$ cat src/rtl/bus_arbiter8_pkg.sv
`default_nettype none
// +----------------------------------------------------------------------+
// | bus_arbiter8_pkg : shared constants, FSM states, round-robin picker   |
// | Revision: 1.0                                                        |
// +----------------------------------------------------------------------+
package bus_arbiter8_pkg;

    localparam int N_REQ  = 8;
    localparam int WORD_W = 16;
    localparam int SEL_W  = 3;

    typedef enum logic {
        STATE_IDLE = 1'b0,
        STATE_BUSY = 1'b1
    } state_t;

    // The scan starts just after LAST and ends on LAST, so LAST has the lowest priority.
    function automatic logic [SEL_W-1:0] rr_pick(input logic [N_REQ-1:0] req_v,
                                                 input logic [SEL_W-1:0] last_v);
        logic [SEL_W-1:0] idx;
        logic             found;
        rr_pick = last_v;
        found   = 1'b0;
        for (int k = 1; k <= N_REQ; k++) begin
            idx = last_v + SEL_W'(k);
            if (!found && req_v[idx]) begin
                rr_pick = idx;
                found   = 1'b1;
            end
        end
    endfunction

endpackage
`default_nettype wire

$ cat src/rtl/Mux8Way16.sv
`default_nettype none
// +----------------------------------------------------------------------+
// | Mux8Way16 : 8-to-1 multiplexer of 16-bit words                        |
// | Revision: 1.0                                                        |
// +----------------------------------------------------------------------+
module Mux8Way16 (
    input  logic [15:0] a,
    input  logic [15:0] b,
    input  logic [15:0] c,
    input  logic [15:0] d,
    input  logic [15:0] e,
    input  logic [15:0] f,
    input  logic [15:0] g,
    input  logic [15:0] h,
    input  logic [2:0]  sel,
    output logic [15:0] out
);

    always_comb begin
        out = a;
        case (sel)
            3'd0:    out = a;
            3'd1:    out = b;
            3'd2:    out = c;
            3'd3:    out = d;
            3'd4:    out = e;
            3'd5:    out = f;
            3'd6:    out = g;
            default: out = h;
        endcase
    end

endmodule
`default_nettype wire

$ cat src/rtl/bus_arbiter8.sv
`default_nettype none
// +----------------------------------------------------------------------+
// | bus_arbiter8 : round-robin arbiter sharing one 16-bit bus among 8     |
// | requesters with a valid/ready handshake.   Revision: 1.0              |
// +----------------------------------------------------------------------+
module bus_arbiter8
    import bus_arbiter8_pkg::*;
(
    input  logic                    clk,
    input  logic                    reset,
    input  logic [N_REQ-1:0]        req,
    input  logic [N_REQ*WORD_W-1:0] data,
    input  logic                    out_ready,
    output logic [WORD_W-1:0]       out,
    output logic                    out_valid,
    output logic [N_REQ-1:0]        grant,
    output logic [SEL_W-1:0]        sel,
    output logic [15:0]             xfer_count
);

    state_t             state_q;
    logic [SEL_W-1:0]   sel_q;
    logic [SEL_W-1:0]   last_q;
    logic [N_REQ-1:0]   grant_q;
    logic               out_valid_q;
    logic [15:0]        xfer_count_q;
    logic [15:0]        xfer_count_d;

    logic [SEL_W-1:0]   pick_w;
    logic               any_req_w;
    logic               accept_w;
    logic               release_w;
    logic [WORD_W-1:0]  out_raw_w;

    assign pick_w       = rr_pick(req, last_q);
    assign any_req_w    = |req;
    assign accept_w     = out_valid_q & out_ready;
    // Either an accept or a withdrawal by the current owner frees the bus.
    assign release_w    = accept_w | ~req[sel_q];
    assign xfer_count_d = xfer_count_q + 16'd1;

    always_ff @(posedge clk) begin
        if (reset) begin
            state_q      <= STATE_IDLE;
            sel_q        <= '0;
            last_q       <= SEL_W'(N_REQ - 1);
            grant_q      <= '0;
            out_valid_q  <= 1'b0;
            xfer_count_q <= '0;
        end else begin
            case (state_q)
                STATE_IDLE: begin
                    if (any_req_w) begin
                        state_q     <= STATE_BUSY;
                        sel_q       <= pick_w;
                        last_q      <= pick_w;
                        grant_q     <= N_REQ'(1) << pick_w;
                        out_valid_q <= 1'b1;
                    end
                end
                STATE_BUSY: begin
                    if (accept_w) begin
                        xfer_count_q <= xfer_count_d;
                    end
                    if (release_w) begin
                        if (any_req_w) begin
                            sel_q       <= pick_w;
                            last_q      <= pick_w;
                            grant_q     <= N_REQ'(1) << pick_w;
                            out_valid_q <= 1'b1;
                        end else begin
                            state_q     <= STATE_IDLE;
                            grant_q     <= '0;
                            out_valid_q <= 1'b0;
                        end
                    end
                end
                default: begin
                    state_q     <= STATE_IDLE;
                    grant_q     <= '0;
                    out_valid_q <= 1'b0;
                end
            endcase
        end
    end

    Mux8Way16 u_mux (
        .a   (data[0*WORD_W +: WORD_W]),
        .b   (data[1*WORD_W +: WORD_W]),
        .c   (data[2*WORD_W +: WORD_W]),
        .d   (data[3*WORD_W +: WORD_W]),
        .e   (data[4*WORD_W +: WORD_W]),
        .f   (data[5*WORD_W +: WORD_W]),
        .g   (data[6*WORD_W +: WORD_W]),
        .h   (data[7*WORD_W +: WORD_W]),
        .sel (sel_q),
        .out (out_raw_w)
    );

    assign out        = out_raw_w & {WORD_W{out_valid_q}};
    assign out_valid  = out_valid_q;
    assign grant      = grant_q;
    assign sel        = sel_q;
    assign xfer_count = xfer_count_q;

endmodule
`default_nettype wire

$ cat config.mk
export PLATFORM = sky130hd
export DESIGN_NAME = bus_arbiter8
export DESIGN_NICKNAME = d
export VERILOG_FILES = /design/src/rtl/bus_arbiter8_pkg.sv /design/src/rtl/Mux8Way16.sv /design/src/rtl/bus_arbiter8.sv
export SDC_FILE = /design/constraint.sdc
export NUM_CORES = 1
export LEC_CHECK = 0
export CORE_MARGIN = 5
export CORE_UTILIZATION = 37
export CTS_BUF_LIST = sky130_fd_sc_hd__clkbuf_2
export CTS_CLUSTER_DIAMETER = 200
export DETAILED_ROUTE_END_ITERATION = 8
export HOLD_SLACK_MARGIN = 0.12
export PLACE_DENSITY_LB_ADDON = 0.2
export RECOVER_POWER = 25
export SETUP_SLACK_MARGIN = 0.15
export SLEW_MARGIN = 10
export SYNTH_ARGS = -nofsm -noshare
export SYNTH_HDL_FRONTEND = slang
export SYNTH_SLANG_ARGS = --single-unit
$ cat constraint.sdc
create_clock -name clk -period 3.2 [get_ports clk]
set_input_delay 0.64 -clock clk [delete_from_list [all_inputs] [get_ports clk]]
set_output_delay 0.64 -clock clk [all_outputs]
set_load 0.02 [all_outputs]
==> out/qor.yml, run 1 <==
syn_nets: 579
critPathCaptureType: "flip-flop"
vias_per_cell: 5.465
grt_pass1_wl_um: 20930
yosysTopAreaCell: "dfxtp_1"
synth_area_leaders: "dfxtp_1, mux4_2, nor2_1, nand2_1, o21ai_0"
firstDrtPassIters: 5
cap_violations: 0
p_per_area_mw_per_mm2: 745.9
worstSkewPairLatency_ns: 0.37
numCtsBuffers: 5
slew_headroom: 0.6127
grt_max_degree: 31
drt-total-wl_um: 13480
max_freq_mhz: 337.8
min_period_ns: 2.960
die_x_um: 107.6
portBuffers: 182
place_hpwl_um: 10650
antenna_found_initial: 0
final_area_mm2: 0.005913
gp_congestion: 0.8760
final_hold_viol_count: 0
ant_nets: 0
drt_iter0_markers: 84
rows: 35
dp_cells: 747
rsz0062_at_grt: "true"
yosys_warnings: 0
cts.clk_slew.worst_paths_ns: 0.17
cpPeakStageDelay_ns: 0.39
synthArstFlopShare: 0
start_util: 0.3810
worst_slack_ns: 0.2396
synth_edf_count: 0
crit_arrival_ns: 3.21
vias: 4208
grt.total_usage: 0.2223
synth_top_cell_area_share: 0.1819
area.sequential_um2: 654.4
die_h_um: 107.6
n_antenna_cell: 0
final_nets: 782
avgSynthCellArea_um2: 8.057
finalSetupViolCount: 0
setup.worst_path.start_class: "flip-flop"
critical_path_class: "flip-flop to flip-flop"
path_delay_family: "multiplexers"
area_delta_synth_final_pct: 67.95
multi_input_area_mm2: 0.002773
cp_max_fo: 7
worst-path-buf-inv: 2
boundaryPins: 183
syn_inst: 437
syn_area_mm2: 0.003521
detail_route.wl_per_cell_um: 17.50
ir_worst_vdd_uv: 362.2
ys_ff_latch: 32
ys_seq_area_frac: 0.1819
cp_cell_sequence: "inv_1 -> ha_4 -> mux4_2 -> buf_4 -> mux2i_4 -> mux2_1 -> a21oi_1 -> o31a_2 -> or2_0 -> o41ai_2"
setup-tns-final_ns: 0
place_area_mm2: 0.005657
h-tree-depth: 2
grt_overflow: 0
drive_gt1_frac: 0.1981
slew_violations: 0
synthFlopType: "dfxtp_1"
status: "completed"
cts_tree: "built"
clock_path_buffers: 2
required_ns: 3.45
finClkSkew_ns: 0.02334
nFillCells: 821
period_share: 0.9251
layout.cells.non_filler: 770
die_area_mm2: 0.01157
grt_pass1_vias: 4398
leakage_nw: 2.393
route.detailed.drc: 0
core-area_mm2: 0.009240
max_slew.worst_pin.slew_ns: 0.5775
pre_cts_ws_ns: -0.3286
ys_types: 61
cts_sinks: 32
hp-class: "flip-flop to flip-flop"
worst_path_max_delay_cell: "o31a_2"
root_buffer: "clkbuf_2"
[layout make-up]
type | count | share of cell area
sequential | 32 | 0.1107
multi-input combinational | 360 | 0.4689
clock buffer | 7 | 0.005925
tap | 129 | 0.02730
clock inverter | 1 | 0.0006348
inverter | 4 | 0.002539
timing repair buffer | 237 | 0.3840
[cell usage in the layout, fill, tap and decap left out, drive strengths merged, types with 4 or more instances in the layout]
master,n
nor2b,9
a211oi,9
nand4,5
mux2,16
and2,5
mux4,23
mux2i,21
o41ai,4
a221oi,8
clkdlybuf4s50,151
dlygate4sd2,16
o22ai,6
nor3,6
a41o,4
xor2,10
and3,4
dlymetal6s2s,7
a22oi,6
a21oi,19
o21ai,38
nor2,56
dlygate4sd3,8
or3,6
a31oi,7
clkbuf,9
inv,4
nand3,7
nand2,50
buf,53
xnor2,7
dfxtp,32
[worst reg2reg max path, delay by kind of cell, from the launching register on]
kind | cells | cell delay, ns
adder cells (fa/ha/maj) | 1 | 0.35
AO/OA/AOI/OAI | 3 | 0.77
AND/OR/NAND/NOR | 1 | 0.27
flip-flops | 1 | 0.38
buffers and inverters | 2 | 0.28
multiplexers | 3 | 0.78
[registers in the layout (all words and copies together) (netlist names)]
signal,count
xfer_count,16
last_q,3
grant,8
out_valid,1
state_q,1
sel,3
[routing by layer]
layer  share of wire  global-route usage  up-vias
li1                -                   -     2054
met1            0.37              0.2390     1961
met2            0.53              0.4161      169
met3           0.071             0.05759       24
met4           0.028             0.07755        0
met5               0                   0        -
[per-stage QoR]
stage | utilization | hold WS [ns] | total power [mW]
floorplan | - | 0.5202 | 2.721
global placement | 0.6122 | 0.4328 | 3.793
detailed placement | 0.6122 | 0.4324 | 3.841
CTS | 0.6267 | 0.4643 | 4.219
global route | 0.6399 | 0.5150 | 4.740
finish | 0.6399 | 0.4699 | 4.411
[where the power goes]
part           switching, mW  internal (mW)
logic                   1.84           1.82
clock network          0.132         0.0586
registers             0.0939          0.463
total                   2.07           2.34
[cell families after synthesis]
kind of cell / share of synthesized area
buffers and inverters: 0.05437
and+or+nand+nor: 0.2093
muxes: 0.2647
DFF: 0.1819
xor gates and xnor gates: 0.04229
AOI/OAI and AO/OA: 0.2367
adders and majority gates: 0.01066
[path summary, 6_finish.rpt]
kind / from / end / slack [ns] / cells after the start
setup / recovery: last_q[0] / grant[5] / 0.24 / 10
hold / removal: grant[7] / grant[7] / 0.47 / 2
setup reg to reg: last_q[0] / grant[5] / 0.24 / 10
hold reg to reg: grant[7] / grant[7] / 0.47 / 2
[Yosys cell counts, types with 4 or more instances]
library cell   n
o41ai_1        4
o21ai_0       37
and2_1         4
inv_1          4
a211oi_1       7
a31oi_1        7
and3_1         4
nor2_1        56
buf_2          6
mux4_2        22
xor2_1        10
nor3_1         5
a21oi_1       19
mux2_2        15
dfxtp_1       32
nand3_1        7
a221oi_1       8
nand2_1       50
a22oi_1        6
nand4_1        4
clkbuf_1      31
xnor2_1        7
or3_1          6
nor2b_1        9
a41o_1         4
o22ai_1        6
mux2i_1       18
[what timing repair did]
action	CTS	global route
gates resized for setup	28	19
buffers inserted	9	6
pin swaps	2	2
setup endpoints to repair	25	18
hold endpoints to repair	0	0
hold buffers	0	0
(Power assumes the default switching activity.)
==> run 2, diff against run 1 <==
--- a/config.mk
+++ b/config.mk
@@ -5,6 +5,7 @@
 export SDC_FILE = /design/constraint.sdc
 export NUM_CORES = 1
 export LEC_CHECK = 0
+export CAP_MARGIN = 15
 export CORE_MARGIN = 5
 export CORE_UTILIZATION = 37
 export CTS_BUF_LIST = sky130_fd_sc_hd__clkbuf_2
==> results of run 2 <==
Same layout as run 1: the final DEF is identical, and so are final timing and power.
==> run 3, diff against run 2 <==
--- a/config.mk
+++ b/config.mk
@@ -7,9 +7,9 @@
 export LEC_CHECK = 0
 export CAP_MARGIN = 15
 export CORE_MARGIN = 5
-export CORE_UTILIZATION = 37
+export CORE_UTILIZATION = 38
 export CTS_BUF_LIST = sky130_fd_sc_hd__clkbuf_2
-export CTS_CLUSTER_DIAMETER = 200
+export CTS_CLUSTER_DIAMETER = 60
 export DETAILED_ROUTE_END_ITERATION = 8
 export HOLD_SLACK_MARGIN = 0.12
 export PLACE_DENSITY_LB_ADDON = 0.2
@@ -18,4 +18,5 @@
 export SLEW_MARGIN = 10
 export SYNTH_ARGS = -nofsm -noshare
 export SYNTH_HDL_FRONTEND = slang
+export SYNTH_HIERARCHICAL = 1
 export SYNTH_SLANG_ARGS = --single-unit
==> out/qor.yml, run 3 <==
status: "completed"
grt_max_degree: 34
grt_pass1_wl_um: 21610
area.sequential_um2: 651.9
final_area_mm2: 0.005784
yosysTopAreaCell: "dfxtp_1"
max_slew.worst_pin.slew_ns: 0.6921
grt_pass1_vias: 3999
drt_iter0_markers: 275
syn_inst: 448
min_period_ns: 2.943
detail_route.wl_per_cell_um: 19.71
area_delta_synth_final_pct: 57.78
reg2reg_to: "grant[7]"
reg2reg_depth: 10
largest_reg_flops: 16
boundaryPins: 183
n_antenna_cell: 0
yosys_warnings: 6
place_hpwl_um: 11450
critical_path_class: "input port to output pin"
synthTopCellsByCount: "nand2_1, a21oi_1, dfxtp_1"
max_freq_mhz: 339.7
antenna_found_initial: 0
rsz0062_at_grt: "false"
synthArstFlopShare: 0
nFillCells: 835
min_from: "grant[0]"
gp_congestion: 0.9020
cts.clk_slew.worst_paths_ns: 0.16
ys_types: 72
ir_worst_vdd_uv: 658.9
ys_ff_latch: 32
route.detailed.drc: 0
slew_headroom: 0.5380
synth_top_cell_area_share: 0.1747
die_x_um: 108.2
critPathCaptureType: "output pin"
final_common_cell: "clkdlybuf4s50_1"
finalSetupViolCount: 0
final_nets: 765
h-tree-depth: 2
final_hold_viol_count: 0
dp_cells: 738
syn_nets: 590
p_total_mw: 4.368
vias: 4303
synth_area_leaders: "dfxtp_1, mux4_2, mux2i_1, a221oi_1, nand2_1"
cts_tree: "built"
cp-endpoint: "out[6]"
layout.cells.non_filler: 753
cts_sinks: 32
clock_path_buffers: 2
die_h_um: 108.2
ff2ff_setup_slack_ns: 0.30
multi_input_area_mm2: 0.002835
reg2reg_from: "last_q[0]"
slew_violations: 0
p_per_area_mw_per_mm2: 755.2
ant_nets: 0
required_ns: 2.56
core-area_mm2: 0.009328
drt-total-wl_um: 14840
hp-class: "flip-flop to flip-flop"
rows: 35
cp_max_fo: 1
crit_arrival_ns: 2.30
worstSkewPairLatency_ns: 0.38
cap_violations: 0
synthFlopType: "dfxtp_1"
drive_gt1_frac: 0.1587
final_cell_mix: "clkdlybuf4s50_1, nand2_1, a21oi_1, dfxtp_1, nor2_1"
setup.worst_path.start: "data[6]"
vias_per_cell: 5.714
place_area_mm2: 0.005550
period_share: 0.9198
start_util: 0.3930
ys_seq_area_frac: 0.1747
finClkSkew_ns: 0.01871
portBuffers: 182
leakage_nw: 2.194
yosysMostFrequentCell: "nand2_1"
avgSynthCellArea_um2: 8.183
synth_edf_count: 0
syn_area_mm2: 0.003666
numCtsBuffers: 5
die_area_mm2: 0.01171
grt.total_usage: 0.2306
firstDrtPassIters: 4
grt_overflow: 0
setup.worst_path.start_class: "input port"
root_buffer: "clkbuf_2"
## run 3: worst min path at each step
stage / depth (start not counted) / to
6_report: 1 / grant[0]
3_5_place_dp: 1 / grant[7]
3_3_place_gp: 1 / grant[2]
4_1_cts: 1 / grant[7]
5_1_grt: 1 / grant[3]
2_1_floorplan: 3 / out_valid
## run 3: timing repair
action,in CTS,in global routing
hold buffers,0,0
pin swaps,0,1
setup endpoints to repair,16,22
gates resized for setup,24,28
setup buffers,2,5
## run 3: critical path, cell delays in order
cell,delay (ns)
clkdlybuf4s50_1,0.39
nor2b_1,0.14
a211oi_1,0.25
a211oi_1,0.10
buf_4,0.15
o32a_1,0.33
and2_1,0.15
clkbuf_2,0.16
## run 3: cell type report
cell class                 instances  share of cell area
timing repair buffer             211              0.3547
multi-input combinational        362              0.4902
sequential                        32              0.1127
tap                              129             0.02790
clock buffer                       5            0.004326
inverter                          11            0.007787
clock inverter                     3            0.002379
## run 3: logic make-up (layout without fill, tap and decap cells)
kind of cell | after synthesis | count (layout) | share of synthesized area
fa+ha+maj | 3 | 3 | 0.01024
buf+inv | 54 | 230 | 0.08361
flops | 32 | 32 | 0.1747
simple gates | 150 | 150 | 0.2106
compound gates | 150 | 150 | 0.3072
mux | 42 | 42 | 0.1638
xor+xnor | 17 | 17 | 0.04983
## run 3: power breakdown
part / internal, mW / total [mW] / leakage (nW) / switching, mW
Combinational: 1.69 / 3.59 / 1.90 / 1.89
Sequential: 0.478 / 0.595 / 0.262 / 0.117
Clock: 0.0489 / 0.188 / 0.0302 / 0.139
Total: 2.22 / 4.37 / 2.19 / 2.15
## run 3: stage by stage
stage / setup slack, ns / setup TNS (ns) / hold slack [ns] / util
after global routing: 0.1149 / 0 / 0.5126 / 0.6201
after global placement: -0.1128 / -0.1128 / 0.4560 / 0.5950
after CTS: 0.07626 / 0 / 0.5043 / 0.6027
final: 0.2566 / 0 / 0.4900 / 0.6201
after floorplan: 0.1501 / 0 / 0.5301 / -
after detailed placement: -0.08956 / -0.1249 / 0.4615 / 0.5950
## run 3: routing by layer
metal	GRT usage	routed length [um]	vias up
met5	0	0	-
met4	0.03968	220	0
met3	0.05970	1196	19
met2	0.3930	7195	190
met1	0.2979	6225	2037
li1	-	-	2057
